`src/rtl/cpu_pkg.sv`:
```
// Shared definitions for the accumulator CPU: FSM states, opcode map,
// ALU operation codes and the control-signal bundle the sequencer drives.
package cpu_pkg;

   // Sequencer states: FETCH, DECODE, then ADDR_HI/EXEC for addressed ops.
   typedef enum logic [2:0] {
      FETCH   = 3'd0,
      DECODE  = 3'd1,
      ADDR_HI = 3'd2,
      EXEC    = 3'd3,
      HALT    = 3'd4
   } state_t;

   // Instruction opcodes (all legal opcodes have a zero upper nibble).
   localparam logic [7:0] OP_NOP  = 8'h00;
   localparam logic [7:0] OP_LDAC = 8'h01;
   localparam logic [7:0] OP_STAC = 8'h02;
   localparam logic [7:0] OP_MVAC = 8'h03;
   localparam logic [7:0] OP_MOVR = 8'h04;
   localparam logic [7:0] OP_JUMP = 8'h05;
   localparam logic [7:0] OP_JMPZ = 8'h06;
   localparam logic [7:0] OP_JPNZ = 8'h07;
   localparam logic [7:0] OP_ADD  = 8'h08;
   localparam logic [7:0] OP_SUB  = 8'h09;
   localparam logic [7:0] OP_INAC = 8'h0A;
   localparam logic [7:0] OP_CLAC = 8'h0B;
   localparam logic [7:0] OP_AND  = 8'h0C;
   localparam logic [7:0] OP_OR   = 8'h0D;
   localparam logic [7:0] OP_XOR  = 8'h0E;
   localparam logic [7:0] OP_NOT  = 8'h0F;

   // ALU operation codes, shared with the datapath ALU.
   localparam logic [2:0] ALU_ADD  = 3'b000;
   localparam logic [2:0] ALU_SUB  = 3'b001;
   localparam logic [2:0] ALU_INAC = 3'b010;
   localparam logic [2:0] ALU_CLAC = 3'b011;
   localparam logic [2:0] ALU_AND  = 3'b100;
   localparam logic [2:0] ALU_OR   = 3'b101;
   localparam logic [2:0] ALU_XOR  = 3'b110;
   localparam logic [2:0] ALU_NOT  = 3'b111;

   // Every control line the sequencer presents to the datapath.
   typedef struct packed {
      logic       we_ac;
      logic       we_r;
      logic       we_mem;
      logic       pc_en;
      logic       ir_en;
      logic       msb_en;
      logic       lsb_en;
      logic       z_en;
      logic       sel_pc;
      logic       sel_addr;
      logic       sel_alu_to_ac;
      logic       sel_mem_or_r;
      logic       sel_zero;
      logic [2:0] alu_sel;
      logic       instr_done;
   } ctrl_t;

   // Quiescent bundle: no enables, all selects at their zero setting.
   localparam ctrl_t CTRL_IDLE = ctrl_t'(17'h0_0000);

   // ALU opcodes 0x08..0x0F map linearly onto ALU codes 0..7.
   function automatic logic [2:0] alu_code(input logic [3:0] op_lo);
      return op_lo[2:0];
   endfunction

   // Opcodes that carry a two-byte operand address.
   function automatic logic is_addressed(input logic [3:0] op_lo);
      logic hit;
      case (op_lo)
         4'h1, 4'h2, 4'h5, 4'h6, 4'h7: hit = 1'b1;
         default:                      hit = 1'b0;
      endcase
      return hit;
   endfunction

endpackage

```
`src/rtl/control_decode.sv`:
```
// Combinational control decode: maps (state, opcode, Z flag) onto the
// datapath control bundle and the sequencer's next state.
module control_decode
   import cpu_pkg::*;
#(
   parameter int OPW = 8
) (
   input  state_t         state,
   input  logic [OPW-1:0] opcode,
   input  logic           zeroFlag,
   output ctrl_t          ctrl,
   output state_t         next_state
);

   logic       op_legal_s;
   logic [3:0] op_lo_s;

   assign op_legal_s = (opcode[OPW-1:4] == {(OPW-4){1'b0}});
   assign op_lo_s    = opcode[3:0];

   // Per-state control outputs and next-state selection.
   always_comb begin
      ctrl       = CTRL_IDLE;
      next_state = FETCH;
      case (state)
         FETCH: begin
            // IR captures the opcode byte while PC steps past it.
            ctrl.sel_addr = 1'b0;
            ctrl.ir_en    = 1'b1;
            ctrl.pc_en    = 1'b1;
            ctrl.sel_pc   = 1'b0;
            next_state    = DECODE;
         end
         DECODE: begin
            if (!op_legal_s) begin
               next_state = HALT;
            end else if (is_addressed(op_lo_s)) begin
               // Low address byte sits right after the opcode.
               ctrl.sel_addr = 1'b0;
               ctrl.lsb_en   = 1'b1;
               ctrl.pc_en    = 1'b1;
               next_state    = ADDR_HI;
            end else begin
               next_state = FETCH;
               case (op_lo_s)
                  OP_NOP[3:0]: begin
                     ctrl.instr_done = 1'b1;
                  end
                  OP_MVAC[3:0]: begin
                     ctrl.we_r       = 1'b1;
                     ctrl.instr_done = 1'b1;
                  end
                  OP_MOVR[3:0]: begin
                     ctrl.we_ac         = 1'b1;
                     ctrl.sel_alu_to_ac = 1'b1;
                     ctrl.sel_mem_or_r  = 1'b1;
                     ctrl.z_en          = 1'b1;
                     ctrl.sel_zero      = 1'b1;
                     ctrl.instr_done    = 1'b1;
                  end
                  OP_ADD[3:0], OP_SUB[3:0], OP_INAC[3:0], OP_CLAC[3:0],
                  OP_AND[3:0], OP_OR[3:0],  OP_XOR[3:0],  OP_NOT[3:0]: begin
                     ctrl.alu_sel       = alu_code(op_lo_s);
                     ctrl.we_ac         = 1'b1;
                     ctrl.sel_alu_to_ac = 1'b0;
                     ctrl.z_en          = 1'b1;
                     ctrl.sel_zero      = 1'b0;
                     ctrl.instr_done    = 1'b1;
                  end
                  default: begin
                     // Addressed opcodes are handled above; nothing reaches here.
                     next_state = HALT;
                  end
               endcase
            end
         end
         ADDR_HI: begin
            // High address byte follows; PC then points past the operand.
            ctrl.sel_addr = 1'b0;
            ctrl.msb_en   = 1'b1;
            ctrl.pc_en    = 1'b1;
            next_state    = EXEC;
         end
         EXEC: begin
            ctrl.sel_addr   = 1'b1;
            ctrl.instr_done = 1'b1;
            next_state      = FETCH;
            case (op_lo_s)
               OP_LDAC[3:0]: begin
                  ctrl.we_ac         = 1'b1;
                  ctrl.sel_alu_to_ac = 1'b1;
                  ctrl.sel_mem_or_r  = 1'b0;
                  ctrl.z_en          = 1'b1;
                  ctrl.sel_zero      = 1'b1;
               end
               OP_STAC[3:0]: begin
                  ctrl.we_mem = 1'b1;
               end
               OP_JUMP[3:0]: begin
                  ctrl.pc_en  = 1'b1;
                  ctrl.sel_pc = 1'b1;
               end
               OP_JMPZ[3:0]: begin
                  // Not taken leaves PC past both address bytes.
                  ctrl.pc_en  = zeroFlag;
                  ctrl.sel_pc = 1'b1;
               end
               OP_JPNZ[3:0]: begin
                  ctrl.pc_en  = ~zeroFlag;
                  ctrl.sel_pc = 1'b1;
               end
               default: begin
                  ctrl.sel_pc = 1'b0;
               end
            endcase
         end
         HALT: begin
            next_state = HALT;
         end
         default: begin
            next_state = FETCH;
         end
      endcase
   end

endmodule

```
`src/rtl/control_unit.sv`:
```
// Multi-cycle sequencer for the accumulator datapath: holds the FSM state,
// forces all control lines quiet while reset is high, flags illegal opcodes.
module control_unit
   import cpu_pkg::*;
#(
   parameter int OPW = 8
) (
   input  logic           clk,
   input  logic           reset,
   input  logic [OPW-1:0] opcode,
   input  logic           zeroFlag,
   output logic           writeEnableAC,
   output logic           writeEnableR,
   output logic           writeEnableMem,
   output logic           PCEnable,
   output logic           instructionRegisterEnable,
   output logic           MSBaddressEnable,
   output logic           LSBaddressEnable,
   output logic           zeroEnable,
   output logic           muxSelectPC,
   output logic           muxSelectAddress,
   output logic           muxSelectALUtoAC,
   output logic           muxSelectMEM_or_R_toAC,
   output logic           muxSelectZero,
   output logic [2:0]     ALUselectLine,
   output logic           instrDone,
   output logic           halted
);

   state_t state_r;
   state_t next_state_s;
   logic   halted_r;
   ctrl_t  ctrl_s;
   ctrl_t  ctrl_out_s;

   control_decode #(
      .OPW (OPW)
   ) u_decode (
      .state      (state_r),
      .opcode     (opcode),
      .zeroFlag   (zeroFlag),
      .ctrl       (ctrl_s),
      .next_state (next_state_s)
   );

   // State register and sticky halt flag; reset returns to FETCH at once.
   always_ff @(posedge clk or posedge reset) begin
      if (reset) begin
         state_r  <= FETCH;
         halted_r <= 1'b0;
      end else begin
         state_r  <= next_state_s;
         halted_r <= (next_state_s == HALT);
      end
   end

   // Reset overrides decode so no write can complete while reset is high.
   always_comb begin
      if (reset) begin
         ctrl_out_s = CTRL_IDLE;
      end else begin
         ctrl_out_s = ctrl_s;
      end
   end

   assign writeEnableAC             = ctrl_out_s.we_ac;
   assign writeEnableR              = ctrl_out_s.we_r;
   assign writeEnableMem            = ctrl_out_s.we_mem;
   assign PCEnable                  = ctrl_out_s.pc_en;
   assign instructionRegisterEnable = ctrl_out_s.ir_en;
   assign MSBaddressEnable          = ctrl_out_s.msb_en;
   assign LSBaddressEnable          = ctrl_out_s.lsb_en;
   assign zeroEnable                = ctrl_out_s.z_en;
   assign muxSelectPC               = ctrl_out_s.sel_pc;
   assign muxSelectAddress          = ctrl_out_s.sel_addr;
   assign muxSelectALUtoAC          = ctrl_out_s.sel_alu_to_ac;
   assign muxSelectMEM_or_R_toAC    = ctrl_out_s.sel_mem_or_r;
   assign muxSelectZero             = ctrl_out_s.sel_zero;
   assign ALUselectLine             = ctrl_out_s.alu_sel;
   assign instrDone                 = ctrl_out_s.instr_done;
   assign halted                    = halted_r;

endmodule

```
`config.mk`:
```
export PLATFORM = sky130hd
export DESIGN_NAME = control_unit
export DESIGN_NICKNAME = d
export VERILOG_FILES = /design/src/rtl/cpu_pkg.sv /design/src/rtl/control_decode.sv /design/src/rtl/control_unit.sv
export SDC_FILE = /design/constraint.sdc
export NUM_CORES = 1
export LEC_CHECK = 0
export BUFFER_PORTS_ARGS = -buffer_cell sky130_fd_sc_hd__buf_4
export CAP_MARGIN = 20
export CORE_AREA = 2 2 39 41
export CTS_BUF_LIST = sky130_fd_sc_hd__clkbuf_8
export DETAILED_ROUTE_END_ITERATION = 6
export DIE_AREA = 0 0 41 43
export PLACE_DENSITY = 0.63
export SKIP_LAST_GASP = 1
export SLEW_MARGIN = 10
export SYNTH_ARGS = -nofsm -noshare
export SYNTH_HDL_FRONTEND = slang
export SYNTH_SLANG_ARGS = --single-unit
```
`constraint.sdc`:
```
create_clock -name clk -period 1.8 [get_ports clk]
set_clock_uncertainty 0.2 [all_clocks]
set_input_delay 0.18 -clock clk [delete_from_list [all_inputs] [get_ports clk]]
set_output_delay 0.18 -clock clk [all_outputs]
set_load 0.005 [all_outputs]
```
==> flow_metrics.tcl, run 1 <==
set metrics [dict create \
    dieHeight_um 43 \
    yosysSeqAreaShare_pct 23.8 \
    ios 29 \
    synthTopCellsByArea "dfrtp_1, and3_1, a21oi_1" \
    fin_crit_sh_pct 109 \
    path_cells "or3b_4, or3_4, nor3_2, buf_4" \
    std_cell_rows 14 \
    route.vias.total 558 \
    cts.htree.levels 1 \
    syn-cell-area_um2 420 \
    reg2reg_slack_ps 230 \
    worstSetupEndpoint "writeEnableR" \
    drive_above_1_share_pct 63.5 \
    portBuffers 28 \
    worst_slew_margin_rel_pct 87.4 \
    slew_violations 0 \
    synth_top_area_share_pct 23.8 \
    cp_max_fo 3 \
    clk_latency_ps 210 \
    area_growth_pct 106 \
    worstSetupPathType "reg -> out" \
    switchingPower_uw 194 \
    final_antenna_net_count 0 \
    setup_viol 12 \
    crit_slowest_cell "or3b_4" \
    p_int_uw 444 \
    post-route-cell-area_um2 865 \
    syn-instance-count 55 \
    core_um2 1380 \
    mostFrequentLayoutCell "buf_4" \
    gp_congestion 0.799 \
    drt_iter0_drc 10 \
    num_antenna_cells 0 \
    routed_via_density 4.98 \
    clk_path_buf_depth 2 \
    ys_seq_elements 4 \
    numCtsBuffers 3 \
    pre_cts_ws_ps -292 \
    max_freq_mhz 512 \
    layout_common_cells "buf_4, and3_1, buf_6" \
    grt_usage_pct 18.5 \
    violations "negative setup slack" \
    power_density_nw_per_um2 737 \
    wirelength_mm 1.36 \
    rsz0062_at_grt "true" \
    p_clk_share_pct 28.7 \
    timing.hold.ws_ps 227 \
    outcome "finished with violations" \
    hold_viol 0 \
    overflow 0 \
    yosysTopAreaCell "dfrtp_1" \
    path_depth 4 \
    grt_max_degree 10 \
    fin_crit_ps 1950 \
    arrival_ps 1570 \
    worst-path-buf-inv 1 \
    worst_pin_slew_ps 189 \
    path_clk_slew_ps 30 \
    slowest_delay_ps 400 \
    grt_pass1_wl_mm 2.38 \
    fp.dieW_um 41 \
    numClockSinks 4 \
    finalWorstSetupSlack_ps -154 \
    drc 0 \
    final_core_util_pct 62.5 \
    initial_utilization_pct 30.4 \
    endpoint_kind "output pin" \
    final_nets 109 \
    reg2reg_to "state_r[1]" \
    antenna_found_initial 0 \
    seq_power_share_pct 22.0 \
    crit_family "simple AND/OR/NAND/NOR gates" \
    ir_drop_mv 0.244 \
    r2r_start "state_r[1]" \
    grt_pass1_vias 588 \
    start_kind "register" \
    worstPathRequired_ps 1420 \
    dpl_cell_area_um2 708 \
    cts_tree "done" \
    wl_per_cell_um 12.2 \
    fp.dieArea_um2 1760 \
    synth.distinct_cells 29 \
    p_sw_share_pct 30.4 \
    drt_first_pass_iters 3 \
    hold_class "in -> async" \
    synth_area_per_cell_um2 7.64 \
    syn_nets 66 \
    yosysWarnings 0 \
    dpl.hpwl_mm 1.04 \
    root_buffer "clkbuf_8" \
    cap_viol_max_count 0 \
    r2r_cells 5 \
    p_comb_share_pct 49.3 \
    setup.worst_path.start "state_r[2]" \
    p_leak_nw 0.406 \
]
==> final cells by class <==
| class | count | area [um2] |
|---|---|---|
| Fill cell | 146 | 519 |
| Clock buffer | 3 | 41.3 |
| Tap cell | 16 | 20.0 |
| Sequential cell | 4 | 101 |
| Inverter | 3 | 11.3 |
| Multi-Input combinational cell | 43 | 347 |
| Timing Repair Buffer | 43 | 344 |
==> per-layer routing <==
metal / GRT usage (%) / part of all wire [%] / wire length (um)
met5: 0 / 0 / 0
met4: 6.00 / 0 / 0
met3: 0.524 / 4.6 / 62
met2: 32.2 / 53 / 716
met1: 22.9 / 43 / 583
==> state kept, by name, indices dropped and copies added, names as in the netlist <==
name,cells
state_r,3
halted,1
==> power groups by stage <==
stage	logic, mW	registers, mW	clock network, mW
after global placement	0.262	0.141	0
after detailed placement	0.267	0.141	0
after CTS	0.304	0.141	0.191
after global routing	0.347	0.145	0.193
final	0.314	0.140	0.183
after floorplan	0.133	0.144	0
==> worst register-to-register path: cells and delay by family (launching register included) <==
| kind | cells | cell delay, ps |
|---|---|---|
| AO/OA/AOI/OAI | 1 | 170 |
| AND/OR/NAND/NOR | 1 | 210 |
| flip-flops | 1 | 460 |
| buffers and inverters | 3 | 450 |
==> logic make-up (layout without fill, tap and decap cells) <==
kind of cell | after synthesis | in the layout | synth area share, %
and+or+nand+nor | 30 | 30 | 46.1
AOI/OAI and AO/OA | 13 | 13 | 20.5
buffers and inverters | 8 | 49 | 9.52
DFF | 4 | 4 | 23.8
==> synth_stat cells, drive strengths merged <==
library cell and count:
and3b 1, and3 5, nand2b 3, dfrtp 4, nor2 3, nor4b 1
nor3 4, or3b 2, a31oi 1, o22ai 1, or2b 1, clkbuf 1
inv 3, nor3b 2, or4 2, a21boi 1, o211ai 1, a211o 1
nand2 1, o21ba 2, a21oi 5, nand3b 1, nor2b 1, nand4bb 1
buf 4, o21ai 1, or3 1, nand3 1
==> how the worst min path moves through the flow <==
stage	to	start	depth (start not counted)	slack [ps]
after floorplan	halted	reset	1	-250
after global placement	state_r[0]	reset	2	-110
after detailed placement	state_r[0]	reset	2	-100
after CTS	state_r[0]	reset	3	220
after global routing	halted	reset	3	270
final	state_r[0]	reset	3	230
==> metrics by stage <==
stage	TNS, ps	power [mW]	cells
after detailed placement	-2010	0.408	104
after floorplan	-225	0.277	55
after global placement	-1800	0.404	104
final	-1490	0.638	112
after CTS	-1840	0.636	112
after global routing	-2140	0.685	112
==> timing repair <==
| action | CTS | global route |
|---|---|---|
| cloned | 0 | 0 |
| hold endpoints to repair | 4 | 0 |
| buffers inserted | 4 | 1 |
| gates resized for setup | 14 | 5 |
| pin swaps | 10 | 5 |
| endpoints found under the setup margin | 13 | 14 |
| hold buffers | 1 | 0 |
Power figures use the tool's default switching activity.
==> run 2: changes to the inputs <==
CTS_CLUSTER_DIAMETER = 50   (was unset)
PLACE_DENSITY = unset   (was 0.63)
PLACE_DENSITY_LB_ADDON = 0.3   (was unset)
RECOVER_POWER = 50   (was unset)
==> run 2 against run 1 <==
Against the previous run:
- setup slack worse by 11 ps
- combinational power down 4%
- largest cell class unchanged
- largest power group unchanged
- die area unchanged
- design area down 2.3%
- the flow still finishes with violations (negative setup slack)
- highest routed layer unchanged
==> flow_metrics.tcl, run 2 (same netlist as run 1, synthesis figures left out) <==
set metrics [dict create \
    outcome "finished with violations" \
    violations "negative setup slack" \
    wl_met2_um 755 \
    ir_drop_mv 0.468 \
    area_growth_pct 101 \
    layout_common_cells "buf_4, and3_1" \
    finalWorstSetupSlack_ps -165 \
    clk_path_buf_depth 2 \
    p_leak_nw 0.391 \
    numCtsBuffers 3 \
    wl_per_cell_um 12.3 \
    p_clk_share_pct 29.2 \
    dieHeight_um 43 \
    route.vias.total 576 \
    p_comb_share_pct 48.5 \
    grt_usage_pct 17.2 \
    drc 0 \
    top_layer "met3" \
    path_depth 4 \
    start_kind "register" \
    tns_ps -1330 \
    cts_tree "done" \
    setup_viol 12 \
    gp_congestion 0.743 \
    cp_max_fo 3 \
    switchingPower_uw 195 \
    fin_crit_sh_pct 109 \
    seq_power_share_pct 22.2 \
    std_cell_rows 14 \
    fp.dieW_um 41 \
    overflow 0 \
    slew_violations 0 \
    crit_slowest_cell "or3b_4" \
    cts.htree.levels 1 \
    worstPathRequired_ps 1420 \
    met3_length_um 61 \
    worst_pin_slew_ps 222 \
    wirelength_mm 1.35 \
    largest_reg_flops 3 \
    m1WireLength_um 535 \
    routed_via_density 5.24 \
    numClockSinks 4 \
    reg2reg_slack_ps 370 \
    final_cells 110 \
    r2r_cells 4 \
    worst_slew_margin_rel_pct 85.2 \
    drt_first_pass_iters 4 \
    max_freq_mhz 509 \
    worst-path-buf-inv 1 \
    drt_iter0_drc 7 \
    clk_latency_ps 210 \
    rsz0062_at_grt "true" \
    top_register "state_r" \
    final_antenna_net_count 0 \
    final_nets 107 \
    ios 29 \
    path_cells "or3b_4, or3_4, nor3_2, buf_4" \
    grt_pass1_wl_mm 2.08 \
    power_density_nw_per_um2 740 \
    path_clk_slew_ps 30 \
    root_buffer "clkbuf_8" \
    p_int_uw 430 \
    initial_utilization_pct 30.4 \
    p_sw_share_pct 31.2 \
    arrival_ps 1580 \
    grt_pass1_vias 509 \
    finalPower_uw 625 \
    fin_crit_ps 1960 \
    core_um2 1380 \
    dpl.cell_count 102 \
    crit_family "simple AND/OR/NAND/NOR gates" \
    portBuffers 28 \
    hold_class "in -> async" \
    fp.dieArea_um2 1760 \
    cap_viol_max_count 0 \
    antenna_found_initial 0 \
    worstSetupPathType "reg -> out" \
    num_antenna_cells 0 \
    hold_viol 0 \
    mostFrequentLayoutCell "buf_4" \
    endpoint_kind "output pin" \
    dpl.hpwl_um 948 \
    slowest_delay_ps 400 \
    grt_max_degree 10 \
    drive_above_1_share_pct 62.8 \
]
## run 2: cell types whose count changed in the layout (fill, tap and decap cells not counted), sizes merged
cell,change
clkbuf,+2
buf,-4
## run 2: per-stage QoR
step	utilization (%)	setup WS [ps]	area, um2	hold slack [ps]
after global routing	61.0	-210	845	284
after floorplan	-	-173	432	-254
final	61.0	-165	845	258
after CTS	58.9	-163	815	234
after detailed placement	50.1	-214	693	-110
after global placement	50.1	-188	693	-115
## run 2: per-layer routing
metal | global-route usage [%] | up-vias
met5 | 0 | -
met3 | 4.71 | 0
met4 | 4.00 | 0
li1 | - | 279
met1 | 19.9 | 279
met2 | 29.4 | 18
## run 2: area by class of cell
type / instances / area [um2]
Inverter: 3 / 11.3
Sequential cell: 4 / 101
Multi-Input combinational cell: 43 / 353
Clock buffer: 3 / 41.3
Tap cell: 16 / 20.0
Fill cell: 128 / 539
Timing Repair Buffer: 41 / 318
## run 2: path summary, 6_finish.rpt
kind,startpoint,endpoint
setup / recovery,state_r[2],writeEnableR
hold / removal,reset,state_r[0]
setup reg to reg,state_r[1],state_r[1]
hold reg to reg,state_r[2],state_r[0]
max in group asynchronous,reset,state_r[1]
min in group clk,state_r[2],state_r[0]
## run 2: power groups by stage
stage	sequential, mW	combinational, mW	clock, mW
floorplan	0.144	0.133	0
global placement	0.140	0.251	0
detailed placement	0.142	0.256	0
CTS	0.141	0.289	0.186
global route	0.143	0.340	0.196
finish	0.139	0.303	0.183
## run 2: worst min-delay path: cells and delay by family
family	cells	cell delay [ps]
buf+inv	3	830
## run 2: repair_timing
item,in CTS,in global routing
endpoints found under the hold margin,4,0
pin swaps,7,8
hold buffers,1,0
buffers inserted,2,3
endpoints found under the setup margin,12,13
gates resized for setup,14,4
==> run 3: changes to the inputs <==
PLACE_DENSITY = 0.68   (was unset)
PLACE_DENSITY_LB_ADDON = unset   (was 0.3)
SKIP_CTS_REPAIR_TIMING = 1   (was unset)
==> run 3 against run 2 <==
Against the previous run:
- critical endpoint is now muxSelectMEM_or_R_toAC
- sequential share of layout area up 0.44 points
- maximum frequency down 0.11%
- register-to-register slack improved by 90 ps
- the flow still finishes with violations (negative setup slack)
- total power is 1.0% lower
- combinational power fell by 6%
- design area shrank 3.6%
- highest routed layer is now met4
==> flow_metrics.tcl, run 3 (same netlist as run 1, synthesis figures left out) <==
set metrics [dict create \
    outcome "finished with violations" \
    violations "negative setup slack" \
    core_um2 1380 \
    clk_path_buf_depth 2 \
    cts_tree "done" \
    busiest_layer "met2" \
    area_growth_pct 93.8 \
    initial_utilization_pct 30.4 \
    endpoint_kind "output pin" \
    cts.htree.levels 1 \
    overflow 0 \
    std_cell_rows 14 \
    numCtsBuffers 3 \
    top_register "state_r" \
    timing.hold.ws_ps 242 \
    clk_latency_ps 220 \
    fin_crit_ps 1970 \
    met2_usage_pct 25.0 \
    dieHeight_um 43 \
    final_cells 108 \
    p_sw_share_pct 31.7 \
    fp.dieW_um 41 \
    post-route-cell-area_um2 815 \
    p_comb_share_pct 46.2 \
    final_antenna_net_count 0 \
    switchingPower_uw 196 \
    ir_drop_mv 0.259 \
    grt_pass1_vias 464 \
    hold_class "in -> async" \
    drt_iter0_drc 7 \
    fin_crit_sh_pct 109 \
    p_int_uw 422 \
    slew_violations 0 \
    largest_reg_flops 3 \
    drc 0 \
    rsz0062_at_grt "true" \
    seq_power_share_pct 22.7 \
    gp_congestion 0.682 \
    ios 29 \
    wl_per_cell_um 11.2 \
    finalWorstSetupSlack_ps -167 \
    worstSetupPathType "reg -> out" \
    antenna_found_initial 0 \
    grtUsageMet1_pct 15.7 \
    drive_above_1_share_pct 62.0 \
    cap_viol_max_count 0 \
    worstPathRequired_ps 1420 \
    start_kind "register" \
    hold_viol 0 \
    power_density_nw_per_um2 759 \
    grt_pass1_wl_mm 1.79 \
    cp_max_fo 4 \
    mostFrequentLayoutCell "buf_4" \
    grt_max_degree 10 \
    numClockSinks 4 \
    root_buffer "clkbuf_8" \
    layout_common_cells "buf_4, and3_1" \
    dpl.cell_count 104 \
    dpl_cell_area_um2 708 \
    arrival_ps 1590 \
    fp.dieArea_um2 1760 \
    drt_first_pass_iters 3 \
    path_clk_slew_ps 30 \
    worst_pin_slew_ps 207 \
    dpl.hpwl_um 924 \
    grt_usage_pct 15.3 \
    max_freq_mhz 508 \
    final_nets 105 \
    finalPower_uw 618 \
    routed_via_density 4.92 \
    grtUsageMet3_pct 4.71 \
    p_leak_nw 0.379 \
    portBuffers 28 \
    pre_cts_ws_ps -204 \
    num_antenna_cells 0 \
    wirelength_mm 1.21 \
    route.vias.total 531 \
    p_clk_share_pct 31.0 \
    worst_slew_margin_rel_pct 86.1 \
    setup_viol 11 \
]
==> run 3: layer usage <==
metal / wire (um) / vias to the layer above
met5: 0 / -
met4: 29 / 0
met3: 69 / 4
met2: 650 / 18
met1: 461 / 233
li1: - / 276
==> run 3: worst paths after layout <==
check                      depth (start not counted)                endpoint  startpoint  slack [ps]
min                                                3                  halted       reset         240
max in group asynchronous                          3              state_r[1]       reset         990
max                                                4  muxSelectMEM_or_R_toAC  state_r[2]        -170
max reg2reg                                        4              state_r[2]  state_r[2]         460
min in group clk                                   2              state_r[0]  state_r[0]         360
min reg2reg                                        2              state_r[0]  state_r[0]         360
==> run 3: area by class of cell <==
cell class / count / area, um2
sequential: 4 / 101
clock buffer: 3 / 41.3
timing repair buffer: 39 / 299
multi-input combinational: 43 / 342
fill: 138 / 569
inverter: 3 / 11.3
tap: 16 / 20.0
==> run 3: stage by stage <==
stage	util (%)	setup TNS, ps
detailed placement	51.2	-1880
CTS	54.2	-2230
finish	58.9	-987
floorplan	-	-225
global route	58.9	-1600
global placement	51.2	-1580
==> run 3: power by group through the flow <==
stage | sequential, mW | combinational [mW] | clock [mW]
after floorplan | 0.144 | 0.133 | 0
final | 0.141 | 0.286 | 0.192
after CTS | 0.141 | 0.266 | 0.197
after global routing | 0.146 | 0.313 | 0.206
after detailed placement | 0.142 | 0.265 | 0
after global placement | 0.139 | 0.258 | 0
==> run 3: worst max-delay path, cell delays in order (launching register included) <==
cell	delay (ps)
dfrtp_1	370
or3b_4	410
or3_4	350
nor3_2	110
buf_4	130
